### src/rtl/ps2_pkg.sv
// Shared PS/2 definitions: transmitter FSM states, command bytes
// and the microsecond-to-cycle helper.
package ps2_pkg;

    typedef enum logic [2:0] {
        ST_IDLE,
        ST_INHIBIT,
        ST_REQ,
        ST_DATA,
        ST_ACK,
        ST_WAIT_IDLE,
        ST_FIN
    } ps2_state_e;

    localparam logic [7:0] PS2_CMD_SET_LED = 8'hED;
    localparam logic [7:0] PS2_CMD_RESET   = 8'hFF;
    localparam logic [7:0] PS2_CMD_ENABLE  = 8'hF4;

    // 64-bit intermediate: 120 us * 50 MHz overflows 32 bits
    function automatic int us_to_cycles(input int us, input int clk_hz);
        longint c;
        c = longint'(us) * longint'(clk_hz) / longint'(1_000_000);
        return int'(c);
    endfunction

endpackage

### src/rtl/ps2_line_filter.sv
// PS/2 line conditioner: 2-flop synchronizer, FILTER_LEN debounce
// and single-cycle fall/rise pulses. Idle (reset) level is high.
module ps2_line_filter #(
    parameter int FILTER_LEN = 8
) (
    input  logic clk,
    input  logic rst_n,
    input  logic line_in,
    output logic level,
    output logic fall,
    output logic rise
);

    localparam int CW = $clog2(FILTER_LEN + 1);

    logic [1:0]    sync_q, sync_d;
    logic          filt_q, filt_d;
    logic [CW-1:0] cnt_q, cnt_d;
    logic          fall_q, fall_d;
    logic          rise_q, rise_d;

    always_comb begin
        sync_d = {sync_q[0], line_in};
        filt_d = filt_q;
        cnt_d  = '0;
        // count consecutive samples that disagree with the accepted level
        if (sync_q[1] != filt_q) begin
            if (cnt_q == CW'(FILTER_LEN - 1)) begin
                filt_d = sync_q[1];
            end else begin
                cnt_d = cnt_q + CW'(1);
            end
        end
        fall_d = filt_q & ~filt_d;
        rise_d = ~filt_q & filt_d;
    end

    always_ff @(posedge clk or negedge rst_n) begin
        if (!rst_n) begin
            sync_q <= 2'b11;
            filt_q <= 1'b1;
            cnt_q  <= '0;
            fall_q <= 1'b0;
            rise_q <= 1'b0;
        end else begin
            sync_q <= sync_d;
            filt_q <= filt_d;
            cnt_q  <= cnt_d;
            fall_q <= fall_d;
            rise_q <= rise_d;
        end
    end

    assign level = filt_q;
    assign fall  = fall_q;
    assign rise  = rise_q;

endmodule

### src/rtl/ps2_transmitter.sv
// Host-to-device PS/2 transmitter (open-drain enables on PS2Clk/PS2Data).
// Define PS2_TX_ACK_CHECK_EN to turn a NACK into err and add nack_seen.
module ps2_transmitter
    import ps2_pkg::*;
#(
    parameter int CLK_HZ     = 50_000_000,
    parameter int INHIBIT_US = 120,
    parameter int TIMEOUT_US = 15000,
    parameter int FILTER_LEN = 8
) (
    input  logic       clk,
    input  logic       rst_n,
    input  logic [7:0] tx_byte,
    input  logic       tx_start,
    input  logic       kclk_in,
    input  logic       kdata_in,
    output logic       kclk_oe,
    output logic       kdata_oe,
    output logic       busy,
    output logic       done,
`ifdef PS2_TX_ACK_CHECK_EN
    output logic       err,
    output logic       nack_seen
`else
    output logic       err
`endif
);

    localparam int INH_CYC = us_to_cycles(INHIBIT_US, CLK_HZ);
    localparam int TO_CYC  = us_to_cycles(TIMEOUT_US, CLK_HZ);
    localparam int TMR_MAX = (INH_CYC > TO_CYC) ? INH_CYC : TO_CYC;
    localparam int TW      = $clog2(TMR_MAX + 1);

    localparam logic [TW-1:0] INH_LAST = TW'(INH_CYC - 1);
    localparam logic [TW-1:0] TO_LAST  = TW'(TO_CYC - 1);

    ps2_state_e    state_q, state_d;
    logic [TW-1:0] tmr_q, tmr_d;
    logic [9:0]    shift_q, shift_d;
    logic [3:0]    bit_cnt_q, bit_cnt_d;
    logic          kclk_oe_q, kclk_oe_d;
    logic          kdata_oe_q, kdata_oe_d;
    logic          busy_q, busy_d;
    logic          done_q, done_d;
    logic          err_q, err_d;
    logic          fail_q, fail_d;
    logic [1:0]    kdat_sync_q, kdat_sync_d;
    logic          kdat;
    logic          kclk_lvl, kclk_fall, kclk_rise;
    logic          timed;
`ifdef PS2_TX_ACK_CHECK_EN
    logic          nack_q, nack_d;
`endif

    ps2_line_filter #(
        .FILTER_LEN(FILTER_LEN)
    ) u_kclk_filt (
        .clk    (clk),
        .rst_n  (rst_n),
        .line_in(kclk_in),
        .level  (kclk_lvl),
        .fall   (kclk_fall),
        .rise   (kclk_rise)
    );

    assign kdat_sync_d = {kdat_sync_q[0], kdata_in};
    assign kdat        = kdat_sync_q[1];

    always_comb begin
        state_d    = state_q;
        tmr_d      = tmr_q + TW'(1);
        shift_d    = shift_q;
        bit_cnt_d  = bit_cnt_q;
        kdata_oe_d = kdata_oe_q;
        fail_d     = fail_q;
`ifdef PS2_TX_ACK_CHECK_EN
        nack_d     = nack_q;
`endif
        timed = state_q inside {ST_REQ, ST_DATA, ST_ACK, ST_WAIT_IDLE};

        unique case (state_q)
            ST_IDLE: begin
                tmr_d = '0;
                if (tx_start) begin
                    shift_d   = {1'b1, ~^tx_byte, tx_byte};
                    bit_cnt_d = '0;
                    fail_d    = 1'b0;
`ifdef PS2_TX_ACK_CHECK_EN
                    nack_d    = 1'b0;
`endif
                    state_d   = ST_INHIBIT;
                end
            end
            ST_INHIBIT: begin
                if (tmr_q == INH_LAST) begin
                    kdata_oe_d = 1'b1;
                    tmr_d      = '0;
                    state_d    = ST_REQ;
                end
            end
            ST_REQ: begin
                tmr_d   = '0;
                state_d = ST_DATA;
            end
            ST_DATA: begin
                if (kclk_fall) begin
                    kdata_oe_d = ~shift_q[0];
                    shift_d    = {1'b0, shift_q[9:1]};
                    bit_cnt_d  = bit_cnt_q + 4'd1;
                    tmr_d      = '0;
                    if (bit_cnt_q == 4'd9) begin
                        state_d = ST_ACK;
                    end
                end
            end
            ST_ACK: begin
                if (kclk_fall) begin
`ifdef PS2_TX_ACK_CHECK_EN
                    if (kdat) begin
                        fail_d = 1'b1;
                        nack_d = 1'b1;
                    end
`endif
                    tmr_d   = '0;
                    state_d = ST_WAIT_IDLE;
                end
            end
            ST_WAIT_IDLE: begin
                // device releasing the clock starts the data-release wait
                if (kclk_rise) begin
                    tmr_d = '0;
                end
                if (kclk_lvl && kdat) begin
                    state_d = ST_FIN;
                end
            end
            ST_FIN: begin
                tmr_d   = '0;
                state_d = ST_IDLE;
            end
            default: begin
                tmr_d   = '0;
                state_d = ST_IDLE;
            end
        endcase

        if (timed && tmr_q == TO_LAST) begin
            kdata_oe_d = 1'b0;
            fail_d     = 1'b1;
            tmr_d      = '0;
            state_d    = ST_FIN;
        end

        kclk_oe_d = (state_d == ST_INHIBIT) || (state_d == ST_REQ);
        busy_d    = !((state_d == ST_IDLE) || (state_d == ST_FIN));
        done_d    = (state_d == ST_FIN) && !fail_d;
        err_d     = (state_d == ST_FIN) && fail_d;
    end

    always_ff @(posedge clk or negedge rst_n) begin
        if (!rst_n) begin
            state_q     <= ST_IDLE;
            tmr_q       <= '0;
            shift_q     <= '0;
            bit_cnt_q   <= '0;
            kclk_oe_q   <= 1'b0;
            kdata_oe_q  <= 1'b0;
            busy_q      <= 1'b0;
            done_q      <= 1'b0;
            err_q       <= 1'b0;
            fail_q      <= 1'b0;
            kdat_sync_q <= 2'b11;
        end else begin
            state_q     <= state_d;
            tmr_q       <= tmr_d;
            shift_q     <= shift_d;
            bit_cnt_q   <= bit_cnt_d;
            kclk_oe_q   <= kclk_oe_d;
            kdata_oe_q  <= kdata_oe_d;
            busy_q      <= busy_d;
            done_q      <= done_d;
            err_q       <= err_d;
            fail_q      <= fail_d;
            kdat_sync_q <= kdat_sync_d;
        end
    end

`ifdef PS2_TX_ACK_CHECK_EN
    always_ff @(posedge clk or negedge rst_n) begin
        if (!rst_n) begin
            nack_q <= 1'b0;
        end else begin
            nack_q <= nack_d;
        end
    end

    assign nack_seen = nack_q;
`endif

    assign kclk_oe  = kclk_oe_q;
    assign kdata_oe = kdata_oe_q;
    assign busy     = busy_q;
    assign done     = done_q;
    assign err      = err_q;

endmodule

### config.mk
export PLATFORM = sky130hd
export DESIGN_NAME = ps2_transmitter
export DESIGN_NICKNAME = d
export VERILOG_FILES = /design/src/rtl/ps2_pkg.sv /design/src/rtl/ps2_line_filter.sv /design/src/rtl/ps2_transmitter.sv
export SDC_FILE = /design/constraint.sdc
export NUM_CORES = 1
export LEC_CHECK = 0
export BUFFER_PORTS_ARGS = -buffer_cell sky130_fd_sc_hd__clkbuf_2
export CORE_ASPECT_RATIO = 0.7
export CORE_UTILIZATION = 45
export CTS_BUF_LIST = sky130_fd_sc_hd__clkbuf_16
export DETAILED_ROUTE_END_ITERATION = 6
export PLACE_DENSITY = 0.61
export SYNTH_ARGS = -nofsm -noshare
export SYNTH_HDL_FRONTEND = slang
export SYNTH_SLANG_ARGS = --single-unit
### constraint.sdc
create_clock -name clk -period 2.2 [get_ports clk]
set_clock_uncertainty 0.05 [all_clocks]
set_input_delay 0.11 -clock clk [delete_from_list [all_inputs] [get_ports clk]]
set_output_delay 0.11 -clock clk [all_outputs]
set_load 0.1 [all_outputs]
After elaboration in Yosys (flattened, before gate mapping) --
Index checks and enable logic that the tools add are counted.
Word-level totals: flip-flop bits (word level) 54, word-level logic and storage cells 88, output and inout port bits 5, input bits 13
Operators by class: add/subtract/negate cells 3, equality and inequality tests 17, bitwise logic cells 5, muxes and demuxes 30, reductions and logical operators 17
Operator list (count):
- $mux W20 | 4
- $pmux W20 S3 | 1
- $mux W3 | 7
- $add A20 B1 Y20 const B | 1
- $eq A20 B13 Y1 const B | 1
- $eq A20 B20 Y1 const B | 1
- $mux W10 | 2
- $pmux W10 S2 | 1
- $pmux W3 S6 | 1
- $mux W4 | 4
- $eq A3 B2 Y1 const B | 3
- $eq A3 B3 Y1 const B | 3
- $add A4 B1 Y4 const B | 2
- $mux W1 | 8
- $pmux W4 S2 | 1
- $reduce_xnor A8 Y1 | 1
- $eq A3 B1 Y1 const B | 2
- $logic_not A3 Y1 | 2
- $reduce_and A3 Y1 | 2
- $eq A4 B3 Y1 const B | 1
- $eq A4 B4 Y1 const B | 1
- $logic_and A1 B1 Y1 | 4
- $reduce_bool A4 Y1 | 1
- $ne A3 B1 Y1 const B | 1
- other kinds (12) | 17

Longest topological paths before layout --
depth in word-level cells 8, gate-level depth with buffers 7, depth with buffers taken out 7

By module --
From an unflattened synthesis, not the netlist that was laid out.
Unflattened totals: cells, all modules 275, area total of the unflattened synthesis 2751.4 um^2
By module, submodules not included:
- ps2_transmitter | cells an instance 252, area an instance 2384.8 um^2, instances 1, seq. area each 1128.6 um^2
- ps2_line_filter | cells an instance 23, area an instance 366.6 um^2, instances 1, seq. area each 229.0 um^2

Worst setup path after synthesis --
OpenSTA, ideal clock, no wires.
path kind reg2reg, from register tmr_q[4], to register busy_q, in the netlist busy, arrival time 2.068 ns, required time 2.026 ns, path buffers 0, stages on the path, launching flop included 6, clock period less this slack 2.242 ns, slack -0.042 ns, setup time 0.124 ns, path through dfrtp_1 > or4_1 > o41a_1 > a2111oi_4 > a211oi_2 > a211o_1
On the way: longest elaborated chain between the ends 7, elaborated cells between the ends (all ways) 10, classes of those cells 3 x eq/ne; 3 x mux; 4 x reduce/logical
RTL lines:
- start: declaration | RTL line ps2_transmitter.sv:38 | logic [TW-1:0] tmr_q, tmr_d;
- start signal: assignment | RTL line ps2_transmitter.sv:175 | tmr_q <= tmr_d;
- $eq A20 B13 Y1 | RTL line ps2_transmitter.sv:95 | if (tmr_q == INH_LAST) begin
- $mux W3 | RTL line ps2_transmitter.sv:95
- $pmux W3 S6 | RTL line ps2_transmitter.sv:81 | unique case (state_q)
- $mux W3 * | RTL line ps2_transmitter.sv:147 | if (timed && tmr_q == TO_LAST) begin
- via state_d[0] | RTL line ps2_transmitter.sv:37 | ps2_state_e state_q, state_d;
- $eq A3 B3 Y1 or $logic_not A3 Y1 (tied branches) | RTL line ps2_transmitter.sv:155 | busy_d = !((state_d == ST_IDLE) || (state_d == ST_FIN));
- $logic_or A1 B1 Y1 * | RTL line ps2_transmitter.sv:155
- $logic_not A1 Y1 * | RTL line ps2_transmitter.sv:155
- via busy_d | RTL line ps2_transmitter.sv:43 | logic busy_q, busy_d;
- end signal: assignment | RTL line ps2_transmitter.sv:180 | busy_q <= busy_d;
- end: declaration | RTL line ps2_transmitter.sv:43
Mark *: on every way through the listed nets, which the timed path passes. The rest lies on a longest branch. A chain may end at the register's enable or synchronous reset.

Worst setup path in the final report --
Same ends and word-level chain as after synthesis.

==> results.txt <==
post-route minimum period -> 2.20 ns
first-pass GRT wire length -> 8690 µm
max-slew violation count -> 0
Leakage -> 0.00139 µW
total wire length -> 5080 µm
Max VDD drop -> 0.000413 V
drt via density -> 5.01
post-route setup TNS -> -0.00156 ns
final cell count without fillers -> 375
Pint -> 1520 µW
post-synthesis sequential area ratio -> 51.1%
combinational fraction of design power -> 7.0%
die area -> 6220 µm²
Clk network pwr share -> 38.6%
DP HPWL -> 3690 µm
commonest non-fill, non-tap cell in the layout -> dfrtp_1
final worst-path cycle share -> 100%
Power, Total -> 1960 µW
pwr dens -> 626 nW/µm²
# setup viols final -> 1
Syn Nets -> 281
Syn. warnings -> 0
Die W -> 93.8 µm
detail-routed net length per standard cell -> 13.6 µm
Mapped Avg Cell Area -> 10.1 µm²
DRT iter0 DRCs -> 96
ANT cells -> 0
total track usage -> 18.3%
relative slew slack -> 56.1%
RSZ-0062 raised after global routing -> yes
status -> finished with violations
unique cell type count in the Yosys netlist -> 39
CTS Buffer Depth -> 2
routability cong. -> 0.830
crit path DAT -> 2.32 ns
final hold viol count -> 0
ANT nets after route -> 0
grt ovf -> 0
Most used DFF post-synth -> dfrtp_1
Site Rows -> 23
IO Port Bufs -> 17
H-tree levels -> 2
post-route setup slack -> -0.00156 ns
CP Max Fanout -> 3
FMAX -> 454 MHz
Top Ports -> 18
Data required, critical path -> 2.32 ns
Reg power frac -> 54.4%
Synth Instances -> 262
clock latency on the worst-skew pair -> 0.29 ns
CTS Buf Count -> 5
placed insts -> 363
Slew @ Worst Pin -> 0.659 ns
Post-Synthesis Cell Area -> 2660 µm²
TritonRoute pass-1 iters -> 4
ys async rst share -> 100%
starting density of the core -> 46.6%
share of cells above drive strength 1 -> 19.3%
Yosys top cell area share -> 46.2%
core area -> 5700 µm²
Layout area overhead -> 17.8%
Die Span Y -> 66.3 µm
Worst-path clk slew -> 0.07 ns
initial antenna violation count -> 0
sw power -> 441 µW
via count -> 1878
Root Buffer -> clkbuf_16
Reg2Reg Setup Slack -> -0.002 ns
Sw Share -> 22.5%
Setup Crit Path Kind -> register to register
commonest non-fill, non-tap cells in the layout -> dfrtp_1 (49), nor2_1 (32), nand2_1 (25)
vias in the first global route -> 1754
synth top area cells -> dfrtp_1 (46%), xnor2_1 (6.9%), dfstp_2 (4.9%), nor2_1 (4.5%), o21ai_0 (3.6%)
failing checks -> setup timing
min-delay worst type -> primary input to register
largest net degree at the start of global routing -> 55
Synth Register Bits -> 54
number of synthesized flops with an enable pin -> 0
Crit. End Element -> register
area leader, netlist -> dfrtp_1
clock tree from TritonCTS -> built
CTS Sinks -> 54
max_cap viols -> 0
# DRC -> 0
CP startpoint kind -> register
Nets -> 318
## per-stage QoR
stage | util (%) | setup slack (ns) | hold WS (ns) | cell area, µm²
finish | 54.9 | -0.00156 | 0.0487 | 3130
floorplan | - | 0.00728 | -0.236 | 2660
detailed placement | 51.6 | -0.00716 | 0.149 | 2940
CTS | 54.6 | 0.0223 | 0.0518 | 3110
global route | 54.9 | -0.0568 | 0.0908 | 3130
global placement | 51.6 | -0.0129 | 0.148 | 2940
## synthesized netlist by cell type, types with 5 or more instances
library cell,instances
nor2_1,32
mux2i_1,8
dfstp_2,5
xnor2_1,21
nand2_1,25
nand3_1,10
clkbuf_1,6
xor2_1,8
inv_1,9
nor3_1,9
o21ai_0,19
ha_1,6
nor4_1,5
a21oi_1,5
dfrtp_1,49
## logic make-up after synthesis
kind of cell / after synthesis / share of synthesized area (%)
flops: 54 / 51.1
simple gates: 115 / 22.2
fa+ha+maj: 6 / 2.83
mux: 10 / 3.86
buf+inv: 16 / 2.26
compound gates: 32 / 8.20
xor+xnor: 29 / 9.56
## registers in the layout, summed over array words and instances (netlist names)
name / flops
done: 1
state_q: 3
err: 1
busy: 1
u_kclk_filt.rise: 1
u_kclk_filt.fall: 1
kclk_oe: 1
u_kclk_filt.cnt_q: 4
u_kclk_filt.sync_q: 2
shift_q: 10
kdat_sync_q: 2
bit_cnt_q: 4
u_kclk_filt.level: 1
fail_q: 1
tmr_q: 20
kdata_oe: 1
## final timing paths
| kind | start | endpoint | cells after the start |
|---|---|---|---|
| hold reg to reg | u_kclk_filt.sync_q[0]$_DFF_PN1_ | u_kclk_filt.sync_q[1]$_DFF_PN1_ | 0 |
| min in group asynchronous | rst_n | state_q[2]$_DFF_PN0_ | 3 |
| max in group asynchronous | rst_n | tmr_q[5]$_DFF_PN0_ | 3 |
| setup reg to reg | tmr_q[4]$_DFF_PN0_ | busy$_DFF_PN0_ | 5 |
| setup / recovery | tmr_q[4]$_DFF_PN0_ | busy$_DFF_PN0_ | 5 |
| hold / removal | tx_start | shift_q[9]$_DFFE_PN0P_ | 3 |
## layout make-up
cell class	count	area, µm²
Fill cell	519	2570
Sequential cell	54	1360
Multi-Input combinational cell	192	1250
Timing Repair Buffer	37	255
Clock buffer	5	125
Tap cell	75	93.8
Inverter	9	33.8
Clock inverter	3	16.3
## routing by layer
layer	routed length (µm)	vias up	global-route usage, %
li1	-	973	-
met1	2910	884	29.4
met2	2020	16	24.5
met3	125	5	4.25
met4	30	0	3.46
met5	0	-	0
## power groups by stage
stage | Clock [µW] | Combinational [µW] | Sequential [µW]
after global placement | 0 | 134 | 1080
after global routing | 813 | 160 | 1070
after CTS | 774 | 140 | 1070
after detailed placement | 0 | 135 | 1080
after floorplan | 0 | 87.3 | 1080
final | 757 | 137 | 1070
## worst max-delay path, cell delays in order (launching register included)
cell and delay (ns):
dfrtp_1 0.38, or4_4 0.54, o41a_1 0.36, a2111oi_4 0.35, a211oi_2 0.16, a211o_1 0.24
## what timing repair did
action / 4_1_cts / 5_1_grt
hold endpoints to repair: 51 / 0
setup endpoints to repair: 3 / 3
setup buffers: 0 / 1
gates resized for setup: 0 / 2
hold buffers: 3 / 0
pin swaps: 2 / 4
No activity file was read; power rests on OpenSTA's default activity.
